--- src/rtl/sensor_uart_formatter.sv ---
`timescale 1ns/1ps
// ---------------------------------------------------------------------------
// sensor_uart_formatter
//
// Purpose: turns one temperature sample and one light sample (8-bit unsigned
// each) into a fixed ASCII line such as "T=025 L=200\r\n". The line is
// streamed one byte at a time into a uart_tx stage. Only one line is in
// flight at a time. A sample that arrives while a line is in flight is
// dropped and flagged.
//
// Parameters:
//   CRLF      : 1 ends the line with 0x0D 0x0A (13 bytes), 0 ends it with 0x0A (12 bytes)
//   TEMP_TAG  : tag byte for the temperature field
//   LIGHT_TAG : tag byte for the light field
//
// Ports:
//   clk          in   system clock, rising edge
//   rst          in   synchronous active-high reset
//   temp_in      in   [7:0] temperature value
//   light_in     in   [7:0] light value
//   sample_valid in   one-cycle strobe qualifying temp_in/light_in
//   tx_busy      in   busy flag from uart_tx
//   data_out     out  [7:0] byte to uart_tx data_in
//   tx_start     out  one-cycle start pulse to uart_tx
//   busy         out  high from sample acceptance until the last byte completes
//   frame_done   out  one-cycle pulse as the last byte completes
//   dropped      out  one-cycle pulse, the cycle after a sample is refused
//   o_dbg_state  out  [2:0] current FSM state (0 IDLE, 1 CONV, 2 LOAD,
//                     3 WAIT_ACK, 4 WAIT_DONE)
//
// Handshake with uart_tx: a byte is offered only when tx_busy is low. The
// byte sits on data_out and tx_start pulses for exactly one cycle. The FSM
// then waits for tx_busy to rise, which means uart_tx accepted the byte.
// It then waits for tx_busy to fall, which means the byte finished. data_out
// holds steady from the start pulse until the next byte is loaded.
// ---------------------------------------------------------------------------
module sensor_uart_formatter #(
  parameter int unsigned CRLF      = 1,
  parameter logic [7:0]  TEMP_TAG  = 8'h54,
  parameter logic [7:0]  LIGHT_TAG = 8'h4C
) (
  input  logic       clk,
  input  logic       rst,
  input  logic [7:0] temp_in,
  input  logic [7:0] light_in,
  input  logic       sample_valid,
  input  logic       tx_busy,
  output logic [7:0] data_out,
  output logic       tx_start,
  output logic       busy,
  output logic       frame_done,
  output logic       dropped,
  output logic [2:0] o_dbg_state
);

  typedef enum logic [2:0] {
    S_IDLE      = 3'd0,
    S_CONV      = 3'd1,
    S_LOAD      = 3'd2,
    S_WAIT_ACK  = 3'd3,
    S_WAIT_DONE = 3'd4
  } state_t;

  localparam logic [3:0] LAST_IDX = (CRLF != 0) ? 4'd12 : 4'd11;

  state_t      r_state;
  state_t      w_state_next;
  logic [7:0]  r_t_bin;
  logic [7:0]  r_l_bin;
  logic [11:0] r_t_bcd;
  logic [11:0] r_l_bcd;
  logic [2:0]  r_cnt;
  logic [3:0]  r_idx;
  logic [7:0]  r_data_out;
  logic        r_tx_start;
  logic        r_dropped;

  logic        w_latch;
  logic        w_step;
  logic        w_start;
  logic        w_idx_inc;
  logic        w_frame_done;
  logic [11:0] w_t_adj;
  logic [11:0] w_l_adj;
  logic [7:0]  w_byte;

  // Double-dabble correction: any BCD digit of 5 or more gets +3 before
  // the next left shift, so it carries correctly into the next decade.
  function automatic logic [11:0] add3(input logic [11:0] b);
    logic [11:0] r;
    r = b;
    for (int i = 0; i < 3; i++) begin
      if (r[i*4 +: 4] >= 4'd5) r[i*4 +: 4] = r[i*4 +: 4] + 4'd3;
    end
    return r;
  endfunction

  assign w_t_adj = add3(r_t_bcd);
  assign w_l_adj = add3(r_l_bcd);

  // Byte mux. Digits are always below 10, so 0x30 + digit is the same as
  // putting the digit under a 0x3 upper nibble.
  always_comb begin
    w_byte = 8'h0A;
    case (r_idx)
      4'd0:    w_byte = TEMP_TAG;
      4'd1:    w_byte = 8'h3D;
      4'd2:    w_byte = {4'h3, r_t_bcd[11:8]};
      4'd3:    w_byte = {4'h3, r_t_bcd[7:4]};
      4'd4:    w_byte = {4'h3, r_t_bcd[3:0]};
      4'd5:    w_byte = 8'h20;
      4'd6:    w_byte = LIGHT_TAG;
      4'd7:    w_byte = 8'h3D;
      4'd8:    w_byte = {4'h3, r_l_bcd[11:8]};
      4'd9:    w_byte = {4'h3, r_l_bcd[7:4]};
      4'd10:   w_byte = {4'h3, r_l_bcd[3:0]};
      4'd11:   w_byte = (CRLF != 0) ? 8'h0D : 8'h0A;
      default: w_byte = 8'h0A;
    endcase
  end

  // Next-state and control strobes.
  always_comb begin
    w_state_next = r_state;
    w_latch      = 1'b0;
    w_step       = 1'b0;
    w_start      = 1'b0;
    w_idx_inc    = 1'b0;
    w_frame_done = 1'b0;
    unique case (r_state)
      S_IDLE: begin
        if (sample_valid) begin
          w_latch      = 1'b1;
          w_state_next = S_CONV;
        end
      end
      S_CONV: begin
        w_step = 1'b1;
        if (r_cnt == 3'd7) w_state_next = S_LOAD;
      end
      S_LOAD: begin
        if (!tx_busy) begin
          w_start      = 1'b1;
          w_state_next = S_WAIT_ACK;
        end
      end
      S_WAIT_ACK: begin
        if (tx_busy) w_state_next = S_WAIT_DONE;
      end
      S_WAIT_DONE: begin
        if (!tx_busy) begin
          if (r_idx == LAST_IDX) begin
            w_frame_done = 1'b1;
            w_state_next = S_IDLE;
          end else begin
            w_idx_inc    = 1'b1;
            w_state_next = S_LOAD;
          end
        end
      end
      default: w_state_next = S_IDLE;
    endcase
  end

  always_ff @(posedge clk) begin
    if (rst) begin
      r_state    <= S_IDLE;
      r_t_bin    <= '0;
      r_l_bin    <= '0;
      r_t_bcd    <= '0;
      r_l_bcd    <= '0;
      r_cnt      <= '0;
      r_idx      <= '0;
      r_data_out <= '0;
      r_tx_start <= 1'b0;
      r_dropped  <= 1'b0;
    end else begin
      r_state    <= w_state_next;
      r_tx_start <= w_start;
      // Any strobe outside IDLE is refused. This includes the frame_done
      // cycle, because the FSM is still in WAIT_DONE then.
      r_dropped  <= sample_valid && (r_state != S_IDLE);
      if (w_latch) begin
        r_t_bin <= temp_in;
        r_l_bin <= light_in;
        r_t_bcd <= '0;
        r_l_bcd <= '0;
        r_cnt   <= '0;
      end
      if (w_step) begin
        // The binary value is rotated, not shifted. After eight steps the
        // latched sample is back in place, unchanged.
        r_t_bcd <= {w_t_adj[10:0], r_t_bin[7]};
        r_l_bcd <= {w_l_adj[10:0], r_l_bin[7]};
        r_t_bin <= {r_t_bin[6:0], r_t_bin[7]};
        r_l_bin <= {r_l_bin[6:0], r_l_bin[7]};
        r_cnt   <= r_cnt + 3'd1;
        r_idx   <= '0;
      end
      if (r_state == S_LOAD) r_data_out <= w_byte;
      if (w_idx_inc) r_idx <= r_idx + 4'd1;
    end
  end

  assign data_out    = r_data_out;
  assign tx_start    = r_tx_start;
  assign dropped     = r_dropped;
  assign frame_done  = w_frame_done;
  // busy drops on the frame_done cycle itself.
  assign busy        = (r_state != S_IDLE) && !w_frame_done;
  assign o_dbg_state = r_state;

endmodule

--- config.mk ---
export PLATFORM = sky130hd
export DESIGN_NAME = sensor_uart_formatter
export DESIGN_NICKNAME = d
export VERILOG_FILES = /design/src/rtl/sensor_uart_formatter.sv
export SDC_FILE = /design/constraint.sdc
export NUM_CORES = 1
export LEC_CHECK = 0
export CELL_PAD_IN_SITES_DETAIL_PLACEMENT = 1
export CELL_PAD_IN_SITES_GLOBAL_PLACEMENT = 1
export CORE_ASPECT_RATIO = 1.4
export CORE_MARGIN = 2
export CORE_UTILIZATION = 35
export DETAILED_ROUTE_END_ITERATION = 8
export GPL_TIMING_DRIVEN = 0
export HOLD_SLACK_MARGIN = 0.03
export PLACE_DENSITY = 0.74
export SYNTH_ARGS = -nofsm -noshare
export SYNTH_HDL_FRONTEND = slang
export SYNTH_SLANG_ARGS = --single-unit
--- constraint.sdc ---
create_clock -name clk -period 2 [get_ports clk]
set_input_delay 0.4 -clock clk [delete_from_list [all_inputs] [get_ports clk]]
set_output_delay 0.4 -clock clk [all_outputs]
set_load 0.05 [all_outputs]
==> report_table.html, run 1 <==
<table>
<tr><th>Metric</th><th>Value</th></tr>
<tr><th colspan="2">GRT</th></tr>
<tr><td>Maximum number of pins on one net before global-route repair</td><td>17</td></tr>
<tr><td>Antenna violations before repair</td><td>0</td></tr>
<tr><td>Total routing resource utilization after global routing</td><td>between 10% and 20%</td></tr>
<tr><td>Global-route wire length before repair</td><td>15140 um</td></tr>
<tr><td>Global route overflow</td><td>0</td></tr>
<tr><td>Number of global-route vias before repair</td><td>3051</td></tr>
<tr><th colspan="2">Cells and area</th></tr>
<tr><td>Final Non-Filler Cells</td><td>552</td></tr>
<tr><td>Multi-input logic area</td><td>1904 sq um</td></tr>
<tr><td>Number of filler instances in the final layout</td><td>1060</td></tr>
<tr><td>Final cell utilization of the core</td><td>45.18%</td></tr>
<tr><td>Number of nets in the layout</td><td>479</td></tr>
<tr><td>Layout cell share with drive strength beyond 1</td><td>11.24%</td></tr>
<tr><td>Antenna diode instance count</td><td>0</td></tr>
<tr><td>Area used by sequential logic in the layout</td><td>approximately 1200 sq um</td></tr>
<tr><td>Area growth, synth to finish</td><td>25.51%</td></tr>
<tr><th colspan="2">Worst setup path</th></tr>
<tr><td>CP Depth</td><td>3</td></tr>
<tr><td>Family with the most delay on the worst path</td><td>simple AND/OR/NAND/NOR gates</td></tr>
<tr><td>Highest fanout seen on the critical path</td><td>14</td></tr>
<tr><td>FF-to-FF path depth</td><td>6</td></tr>
<tr><td>Flop2flop setup slack</td><td>around 200 ps</td></tr>
<tr><td>Startpoint of the most critical register-to-register path</td><td>o_dbg_state[0]$_SDFFE_PP0P_</td></tr>
<tr><td>Setup crit end kind</td><td>output port</td></tr>
<tr><td>Worst setup path startpoint</td><td>o_dbg_state[1]$_SDFFE_PP0P_</td></tr>
<tr><td>Data required time at the worst endpoint</td><td>1600 ps</td></tr>
<tr><td>Kind of start point of the critical path</td><td>flip-flop</td></tr>
<tr><td>Timing endpoint of the critical path</td><td>frame_done</td></tr>
<tr><td>Buffers &amp; Inverters on Critical Path</td><td>1</td></tr>
<tr><td>Reg2reg end</td><td>r_t_bin[1]$_SDFFE_PP0P_</td></tr>
<tr><td>Type of the setup path with the least slack</td><td>flip-flop to output port</td></tr>
<tr><td>Arrival time of data at the critical path endpoint</td><td>approximately 1500 ps</td></tr>
<tr><td>Stage delay of the slowest cell on the critical path</td><td>400 ps</td></tr>
<tr><td>CP cell instances</td><td>or3b_4 &gt; nor3_4 &gt; buf_6</td></tr>
<tr><td>Critical-path top delay cell</td><td>dfxtp_4</td></tr>
<tr><th colspan="2">Timing</th></tr>
<tr><td>Number of setup violations in the final report</td><td>0</td></tr>
<tr><td>Actual transition at the worst max-transition pin</td><td>791.6 ps</td></tr>
<tr><td>Min Clock Period, post-route</td><td>slightly below 2000 ps</td></tr>
<tr><td>Fraction of the cycle the final worst path needs</td><td>a little over nine tenths</td></tr>
<tr><td>Max frequency</td><td>514.3 MHz</td></tr>
<tr><td>Pins Over Slew Limit</td><td>0</td></tr>
<tr><td>Final hold violation count</td><td>0</td></tr>
<tr><td>RSZ-0062 raised after global routing</td><td>false</td></tr>
<tr><td>Setup Skew</td><td>4.850 ps</td></tr>
<tr><td>Worst slew margin relative to its limit</td><td>46.67%</td></tr>
<tr><td>Post-route setup TNS</td><td>0 ps</td></tr>
<tr><th colspan="2">Logic synthesis</th></tr>
<tr><td>Synthesized Nets</td><td>434</td></tr>
<tr><td>Post-synthesis cell count</td><td>just under 400</td></tr>
<tr><td>Largest area contributor in the synthesized netlist</td><td>dfxtp_1</td></tr>
<tr><td>Count leader, synth</td><td>dfxtp_1</td></tr>
<tr><td>Main area contributors after synthesis</td><td>dfxtp_1 (37%), ha_1 (7.4%), nand2_1 (5.6%)</td></tr>
<tr><td>Mean cell area of the mapped netlist</td><td>8.182 sq um</td></tr>
<tr><td>Number of enable flip-flop cells after synthesis</td><td>0</td></tr>
<tr><td>Number of distinct library cells after synthesis</td><td>43</td></tr>
<tr><td>Post-synth design cell area</td><td>3232 sq um</td></tr>
<tr><td>Most used flip-flop cell after synthesis</td><td>dfxtp_1</td></tr>
<tr><td>Ys Warns</td><td>0</td></tr>
<tr><td>Most numerous cell types in the synthesized netlist</td><td>dfxtp_1 (59), nand2_1 (48), nor2_1 (38), a21oi_1 (32), ha_1 (19)</td></tr>
<tr><td>Sequential area share after synthesis</td><td>36.55%</td></tr>
<tr><td>Async set or reset register ratio after synthesis</td><td>0%</td></tr>
<tr><td>Flops &amp; latches, synth</td><td>59</td></tr>
<tr><td>Post-synth top area share</td><td>36.55%</td></tr>
<tr><th colspan="2">Detailed routing</th></tr>
<tr><td>Initial DRC Count</td><td>82</td></tr>
<tr><td>Detail-routed via count per cell</td><td>between 5 and 6</td></tr>
<tr><td>Count of vias placed by the detailed router</td><td>between 3000 and 4000</td></tr>
<tr><td>Post-route ant nets</td><td>0</td></tr>
<tr><td>DRC violations left</td><td>0</td></tr>
<tr><td>Total Routed Length</td><td>9418 um</td></tr>
<tr><td>Post-detailed-route wirelength per cell</td><td>17.06 um</td></tr>
<tr><td>Number of optimization iterations in the first detailed-route pass</td><td>4</td></tr>
<tr><th colspan="2">Job</th></tr>
<tr><td># Max-Cap Violations</td><td>0</td></tr>
<tr><th colspan="2">Place</th></tr>
<tr><td>Routability Congestion</td><td>0.8894</td></tr>
<tr><td>Post-detail-place hpwl</td><td>6696 um</td></tr>
<tr><td>IO Port Bufs</td><td>32</td></tr>
<tr><td>Total instance count after detailed placement</td><td>534</td></tr>
<tr><th colspan="2">Run status</th></tr>
<tr><td>Run status</td><td>finished, final reports clean</td></tr>
<tr><th colspan="2">Floorplan</th></tr>
<tr><td>Die Outline Area</td><td>10030 sq um</td></tr>
<tr><td>Floorplan Core Area</td><td>approximately 9000 sq um</td></tr>
<tr><td>Top Ports</td><td>35</td></tr>
<tr><td>Horizontal die dimension</td><td>85.22 um</td></tr>
<tr><td>FP Rows</td><td>41</td></tr>
<tr><td>Chip height</td><td>117.7 um</td></tr>
<tr><td>Initial Util</td><td>between 30% and 40%</td></tr>
<tr><th colspan="2">Pwr</th></tr>
<tr><td>Max VDD drop</td><td>0.0005018 V</td></tr>
<tr><td>Power density of the placed cells</td><td>723.7 nW/um^2</td></tr>
<tr><td>Static Leak</td><td>1.506 nW</td></tr>
<tr><th colspan="2">Clock tree</th></tr>
<tr><td>Clock buffers created by TritonCTS</td><td>9</td></tr>
<tr><td>Clock tree root driver cell</td><td>clkbuf_16</td></tr>
<tr><td>Clock slew at the register clock pins of the worst setup and hold paths</td><td>~50 ps</td></tr>
<tr><td>Number of H-tree levels</td><td>3</td></tr>
<tr><td>CTS tree</td><td>built</td></tr>
<tr><td>Clock latency at the later pin of the worst-skew pair</td><td>approximately 340 ps</td></tr>
<tr><td>CTS sink cnt</td><td>between 50 and 60</td></tr>
<tr><td>Number of buffers on the longest clock path</td><td>2</td></tr>
<tr><th colspan="2">Hold path</th></tr>
<tr><td>Worst hold path type</td><td>flip-flop to flip-flop</td></tr>
</table>
## per-stage QoR
stage	setup slack [ps]	instance area [sq um]	power (W)	hold slack, ps
2_1_floorplan	-106.7	3268	0.001402	443.5
4_1_cts	2.584	4035	0.002941	481.4
6_report	55.64	4056	0.002936	478.4
3_3_place_gp	-423.1	3722	0.001499	460.4
3_5_place_dp	-432.3	3722	0.001505	471.9
5_1_grt	2.307	4056	0.003037	504.5
## layer usage
layer	vias to the layer above	share of wire, %	GRT usage [%]
met5	-	0	0
met4	0	2.4	7.837
met3	19	3.5	2.945
met2	63	52	33.94
met1	1489	42	21.83
li1	1482	-	-
## power by group
group,switching (W),total [W],internal [W]
logic,0.000150,0.000252,0.000101
registers,0.0000238,0.00123,0.00121
clock network,0.000551,0.00145,0.000900
## cell families (layout without fill, tap and decap cells)
| family | count (synthesis) | in the layout | share of synthesized area, % |
|---|---|---|---|
| AND/OR/NAND/NOR | 151 | 151 | 23.31 |
| AO/OA/AOI/OAI | 100 | 100 | 20.29 |
| flip-flops | 59 | 59 | 36.55 |
| buffers and inverters | 44 | 94 | 6.310 |
| adder cells (fa/ha/maj) | 19 | 19 | 7.356 |
| XOR/XNOR | 11 | 11 | 2.981 |
| multiplexers | 10 | 10 | 3.097 |
| other | 1 | 1 | 0.1160 |
## layout by cell type (no fill, tap or decap), drive strengths merged, types with 3 or more instances in the layout
cell,netlist,final
a311oi,17,17
nor3,16,16
dfxtp,59,59
nor4,3,3
or3b,3,3
nor2,38,38
nor3b,5,5
mux2i,10,10
xnor2,7,7
xor2,4,4
and2,3,3
nand3b,4,4
ha,19,19
a22o,12,12
inv,14,14
a31oi,5,5
buf,14,18
nand2b,9,9
or3,5,5
nand3,10,10
nand2,48,48
o21ai,20,20
a22oi,6,6
a21oi,32,32
clkbuf,16,28
a211oi,3,3
clkdlybuf4s50,0,28
## worst register-to-register path, stage by stage, from the launching register on
cell,delay [ps]
dfxtp_4,370
buf_4,160
or3b_1,170
buf_2,250
clkbuf_1,370
nand2_1,120
a311oi_1,280
## cell type report
cell class                      count  share of cell area, %
Multi-Input combinational cell    292                  46.95
Timing Repair Buffer               37                  8.822
Sequential cell                    59                  29.43
Tap cell                          107                  3.300
Clock inverter                      4                 0.6169
Clock buffer                       12                  6.323
Buffer                             27                  3.270
Inverter                           14                  1.295
## registers in the layout (all words and copies together) (netlist names)
name / flops
dropped: 1
data_out: 7
r_idx: 4
r_l_bin: 8
r_t_bcd: 12
r_l_bcd: 12
r_cnt: 3
r_t_bin: 8
o_dbg_state: 3
tx_start: 1
## what timing repair did
| item | 4_1_cts | 5_1_grt |
|---|---|---|
| gates resized for setup | 23 | 5 |
| buffers inserted | 2 | 3 |
| hold buffers | 0 | 0 |
| endpoints found under the setup margin | 2 | 4 |
| pin swaps | 2 | 0 |
## how the worst min path moves through the flow
stage / slack, ps / from / endpoint / cells after the start
global route: 500 / r_cnt[0]$_SDFFE_PP0P_ / r_cnt[0]$_SDFFE_PP0P_ / 1
detailed placement: 470 / r_l_bin[0]$_SDFFE_PP0P_ / r_l_bin[1]$_SDFFE_PP0P_ / 2
floorplan: 440 / r_cnt[0]$_SDFFE_PP0P_ / r_cnt[0]$_SDFFE_PP0P_ / 1
finish: 480 / r_l_bin[0]$_SDFFE_PP0P_ / r_l_bin[1]$_SDFFE_PP0P_ / 2
CTS: 480 / r_l_bin[6]$_SDFFE_PP0P_ / r_l_bin[7]$_SDFFE_PP0P_ / 2
global placement: 460 / r_t_bin[6]$_SDFFE_PP0P_ / r_t_bin[7]$_SDFFE_PP0P_ / 2
No activity file was read; power rests on OpenSTA's default activity.
==> run 2: changes to the inputs <==
- GPL_ROUTABILITY_DRIVEN: unset -> 0
==> results of run 2 <==
Same layout as run 1: the final DEF is identical, and so are final timing and power.
==> run 3: changes to the inputs <==
- CTS_CLUSTER_DIAMETER: unset -> 60
- DONT_BUFFER_PORTS: unset -> 1
- PLACE_DENSITY: 0.74 -> 0.67
==> run 3 against run 2 <==
  * Critical endpoint is now busy
  * Global-route usage rose by 0.49 points
  * The run now ends with negative setup slack left
  * Clock power is 19% higher
  * Critical path type unchanged
  * Setup slack got worse by 470 ps
  * Flip-flop and latch count did not move
  * Die area unchanged
  * Routed wire length decreased by 0.64%
  * Total power increased by 7.7%
  * Via count is 3.8% lower
==> report_table.html, run 3 (synthesis gave the netlist of run 1 again) <==
<table>
<tr><th>Metric</th><th>Value</th></tr>
<tr><th colspan="2">Floorplan</th></tr>
<tr><td>Horizontal die dimension</td><td>around 85 um</td></tr>
<tr><td>Chip height</td><td>117.7 um</td></tr>
<tr><td>Initial Util</td><td>36.00%</td></tr>
<tr><td>Top Ports</td><td>35</td></tr>
<tr><td>Floorplan Core Area</td><td>8977 sq um</td></tr>
<tr><td>FP Rows</td><td>41</td></tr>
<tr><td>Die Outline Area</td><td>10030 sq um</td></tr>
<tr><th colspan="2">Timing</th></tr>
<tr><td>Final hold violation count</td><td>0</td></tr>
<tr><td>Max frequency</td><td>413.7 MHz</td></tr>
<tr><td>Min Clock Period, post-route</td><td>2417 ps</td></tr>
<tr><td>Pins Over Slew Limit</td><td>0</td></tr>
<tr><td>Worst slew margin relative to its limit</td><td>57.78%</td></tr>
<tr><td>Setup Skew</td><td>6.071 ps</td></tr>
<tr><td>Number of setup violations in the final report</td><td>2</td></tr>
<tr><td>Final critical-path setup slack</td><td>-417.2 ps</td></tr>
<tr><td>Actual transition at the worst max-transition pin</td><td>roughly 630 ps</td></tr>
<tr><td>RSZ-0062 raised after global routing</td><td>true</td></tr>
<tr><td>Fraction of the cycle the final worst path needs</td><td>120.9%</td></tr>
<tr><th colspan="2">Pwr</th></tr>
<tr><td>Power density of the placed cells</td><td>823.9 nW/um^2</td></tr>
<tr><td>Max VDD drop</td><td>0.0005497 V</td></tr>
<tr><td>Static Leak</td><td>1.429 nW</td></tr>
<tr><th colspan="2">Worst setup path</th></tr>
<tr><td>Stage delay of the slowest cell on the critical path</td><td>500 ps</td></tr>
<tr><td>CP cell instances</td><td>buf_8 &gt; or3b_4 &gt; nor3_4 &gt; nor2_4</td></tr>
<tr><td>Highest fanout seen on the critical path</td><td>5</td></tr>
<tr><td>Flop2flop setup slack</td><td>130 ps</td></tr>
<tr><td>Arrival time of data at the critical path endpoint</td><td>2020 ps</td></tr>
<tr><td>Data required time at the worst endpoint</td><td>around 1600 ps</td></tr>
<tr><td>Critical-path top delay cell</td><td>nor3_4</td></tr>
<tr><td>Kind of start point of the critical path</td><td>flip-flop</td></tr>
<tr><td>Setup crit end kind</td><td>output port</td></tr>
<tr><td>Type of the setup path with the least slack</td><td>flip-flop to output port</td></tr>
<tr><th colspan="2">Hold path</th></tr>
<tr><td>Worst hold path type</td><td>primary input to flip-flop</td></tr>
<tr><th colspan="2">Cells and area</th></tr>
<tr><td>Layout cell share with drive strength beyond 1</td><td>12.71%</td></tr>
<tr><td>Number of nets in the layout</td><td>451</td></tr>
<tr><td>Biggest regs</td><td>r_l_bcd: 12 flops, r_t_bcd: 12 flops</td></tr>
<tr><td>Area growth, synth to finish</td><td>18.78%</td></tr>
<tr><td>Commonest cells after routing, fill and taps aside</td><td>dfxtp_1 (55), nand2_1 (48), nor2_1 (36)</td></tr>
<tr><td>Number of filler instances in the final layout</td><td>about 1100</td></tr>
<tr><td>Final cell utilization of the core</td><td>42.76%</td></tr>
<tr><td>Antenna diode instance count</td><td>0</td></tr>
<tr><td>Total non-filler cell area in the finished layout</td><td>3839 sq um</td></tr>
<tr><td>Most common cell after layout, fill and taps aside</td><td>dfxtp_1</td></tr>
<tr><td>Final Non-Filler Cells</td><td>524</td></tr>
<tr><th colspan="2">Detailed routing</th></tr>
<tr><td>Count of vias placed by the detailed router</td><td>2937</td></tr>
<tr><td>Post-route ant nets</td><td>0</td></tr>
<tr><td>Initial DRC Count</td><td>120</td></tr>
<tr><td>Post-detailed-route wirelength per cell</td><td>about 18 um</td></tr>
<tr><td>DRC violations left</td><td>0</td></tr>
<tr><td>Detail-routed via count per cell</td><td>5.605</td></tr>
<tr><td>Total Routed Length</td><td>9358 um</td></tr>
<tr><td>Number of optimization iterations in the first detailed-route pass</td><td>4</td></tr>
<tr><th colspan="2">GRT</th></tr>
<tr><td>Number of global-route vias before repair</td><td>2964</td></tr>
<tr><td>Antenna violations before repair</td><td>0</td></tr>
<tr><td>Total routing resource utilization after global routing</td><td>19.40%</td></tr>
<tr><td>Global route overflow</td><td>0</td></tr>
<tr><td>Global-route wire length before repair</td><td>15370 um</td></tr>
<tr><td>Maximum number of pins on one net before global-route repair</td><td>11</td></tr>
<tr><th colspan="2">Clock tree</th></tr>
<tr><td>Clock buffers created by TritonCTS</td><td>9</td></tr>
<tr><td>Number of buffers on the longest clock path</td><td>2</td></tr>
<tr><td>CTS tree</td><td>built</td></tr>
<tr><td>Clock slew at the register clock pins of the worst setup and hold paths</td><td>60 ps</td></tr>
<tr><td>Clock latency at the later pin of the worst-skew pair</td><td>340 ps</td></tr>
<tr><td>CTS sink cnt</td><td>around 60</td></tr>
<tr><td>CTS Hold Bufs</td><td>0</td></tr>
<tr><td>Number of H-tree levels</td><td>3</td></tr>
<tr><td>Clock tree root driver cell</td><td>clkbuf_16</td></tr>
<tr><th colspan="2">Place</th></tr>
<tr><td>Post-detail-place hpwl</td><td>6723 um</td></tr>
<tr><td>Total instance count after detailed placement</td><td>502</td></tr>
<tr><td>Cell Area, Placed</td><td>3402 sq um</td></tr>
<tr><td>IO Port Bufs</td><td>0</td></tr>
<tr><th colspan="2">Job</th></tr>
<tr><td># Max-Cap Violations</td><td>0</td></tr>
<tr><th colspan="2">Run status</th></tr>
<tr><td>Run status</td><td>finished, violations left</td></tr>
<tr><td>Failing checks</td><td>negative setup slack</td></tr>
</table>
[run 3: worst paths after layout]
path	from	to	depth (start not counted)
hold reg to reg	r_l_bin[5]$_SDFFE_PP0P_	r_l_bin[6]$_SDFFE_PP0P_	2
setup reg to reg	o_dbg_state[2]$_SDFFE_PP0P_	r_t_bin[6]$_SDFFE_PP0P_	6
hold / removal	light_in[3]	r_l_bin[3]$_SDFFE_PP0P_	2
setup / recovery	o_dbg_state[2]$_SDFFE_PP0P_	busy	4
[run 3: critical path: cells and delay by family, from the launching register on]
family,cells,cell delay [ps]
flip-flops,1,460
AND/OR/NAND/NOR,3,1080
buffers and inverters,1,130
[run 3: layout make-up]
| class | instances | area, sq um | area share (%) |
|---|---|---|---|
| clock inverter | 4 | 72.57 | 1.890 |
| tap | 107 | 133.9 | 3.488 |
| inverter | 14 | 52.55 | 1.369 |
| timing repair buffer | 6 | 48.80 | 1.271 |
| clock buffer | 12 | 256.5 | 6.682 |
| buffer | 30 | 178.9 | 4.661 |
| multi-input combinational | 292 | 1902 | 49.54 |
| sequential | 59 | 1194 | 31.10 |
[run 3: report_power, final]
group          switching, W  internal (W)
Sequential        0.0000300       0.00121
Combinational      0.000136     0.0000682
Clock              0.000563       0.00116
[run 3: timing repair]
item,in CTS,in global routing
resized for setup,8,13
buffers inserted,3,3
endpoints found under the hold margin,0,0
endpoints found under the setup margin,11,16
cloned,0,0
pin swaps,3,4
[run 3: layer usage]
metal | GRT usage [%] | wire length, um | up-vias
met4 | 8.234 | 208 | 0
met2 | 33.79 | 4786 | 52
met1 | 23.06 | 4101 | 1437
met5 | 0 | 0 | -
li1 | - | - | 1433
met3 | 3.296 | 262 | 15
[run 3: per-stage QoR]
| step | power [W] | hold WS (ps) | setup TNS [ps] | worst slack [ps] |
|---|---|---|---|---|
| floorplan | 0.001402 | 443.5 | -106.7 | -106.7 |
| global placement | 0.001456 | 462.8 | -199.0 | -182.6 |
| detailed placement | 0.001462 | 476.2 | -237.6 | -199.0 |
| CTS | 0.003178 | 216.6 | -652.0 | -422.2 |
| finish | 0.003163 | 223.0 | -643.5 | -417.2 |
| global route | 0.003260 | 228.6 | -841.7 | -437.5 |
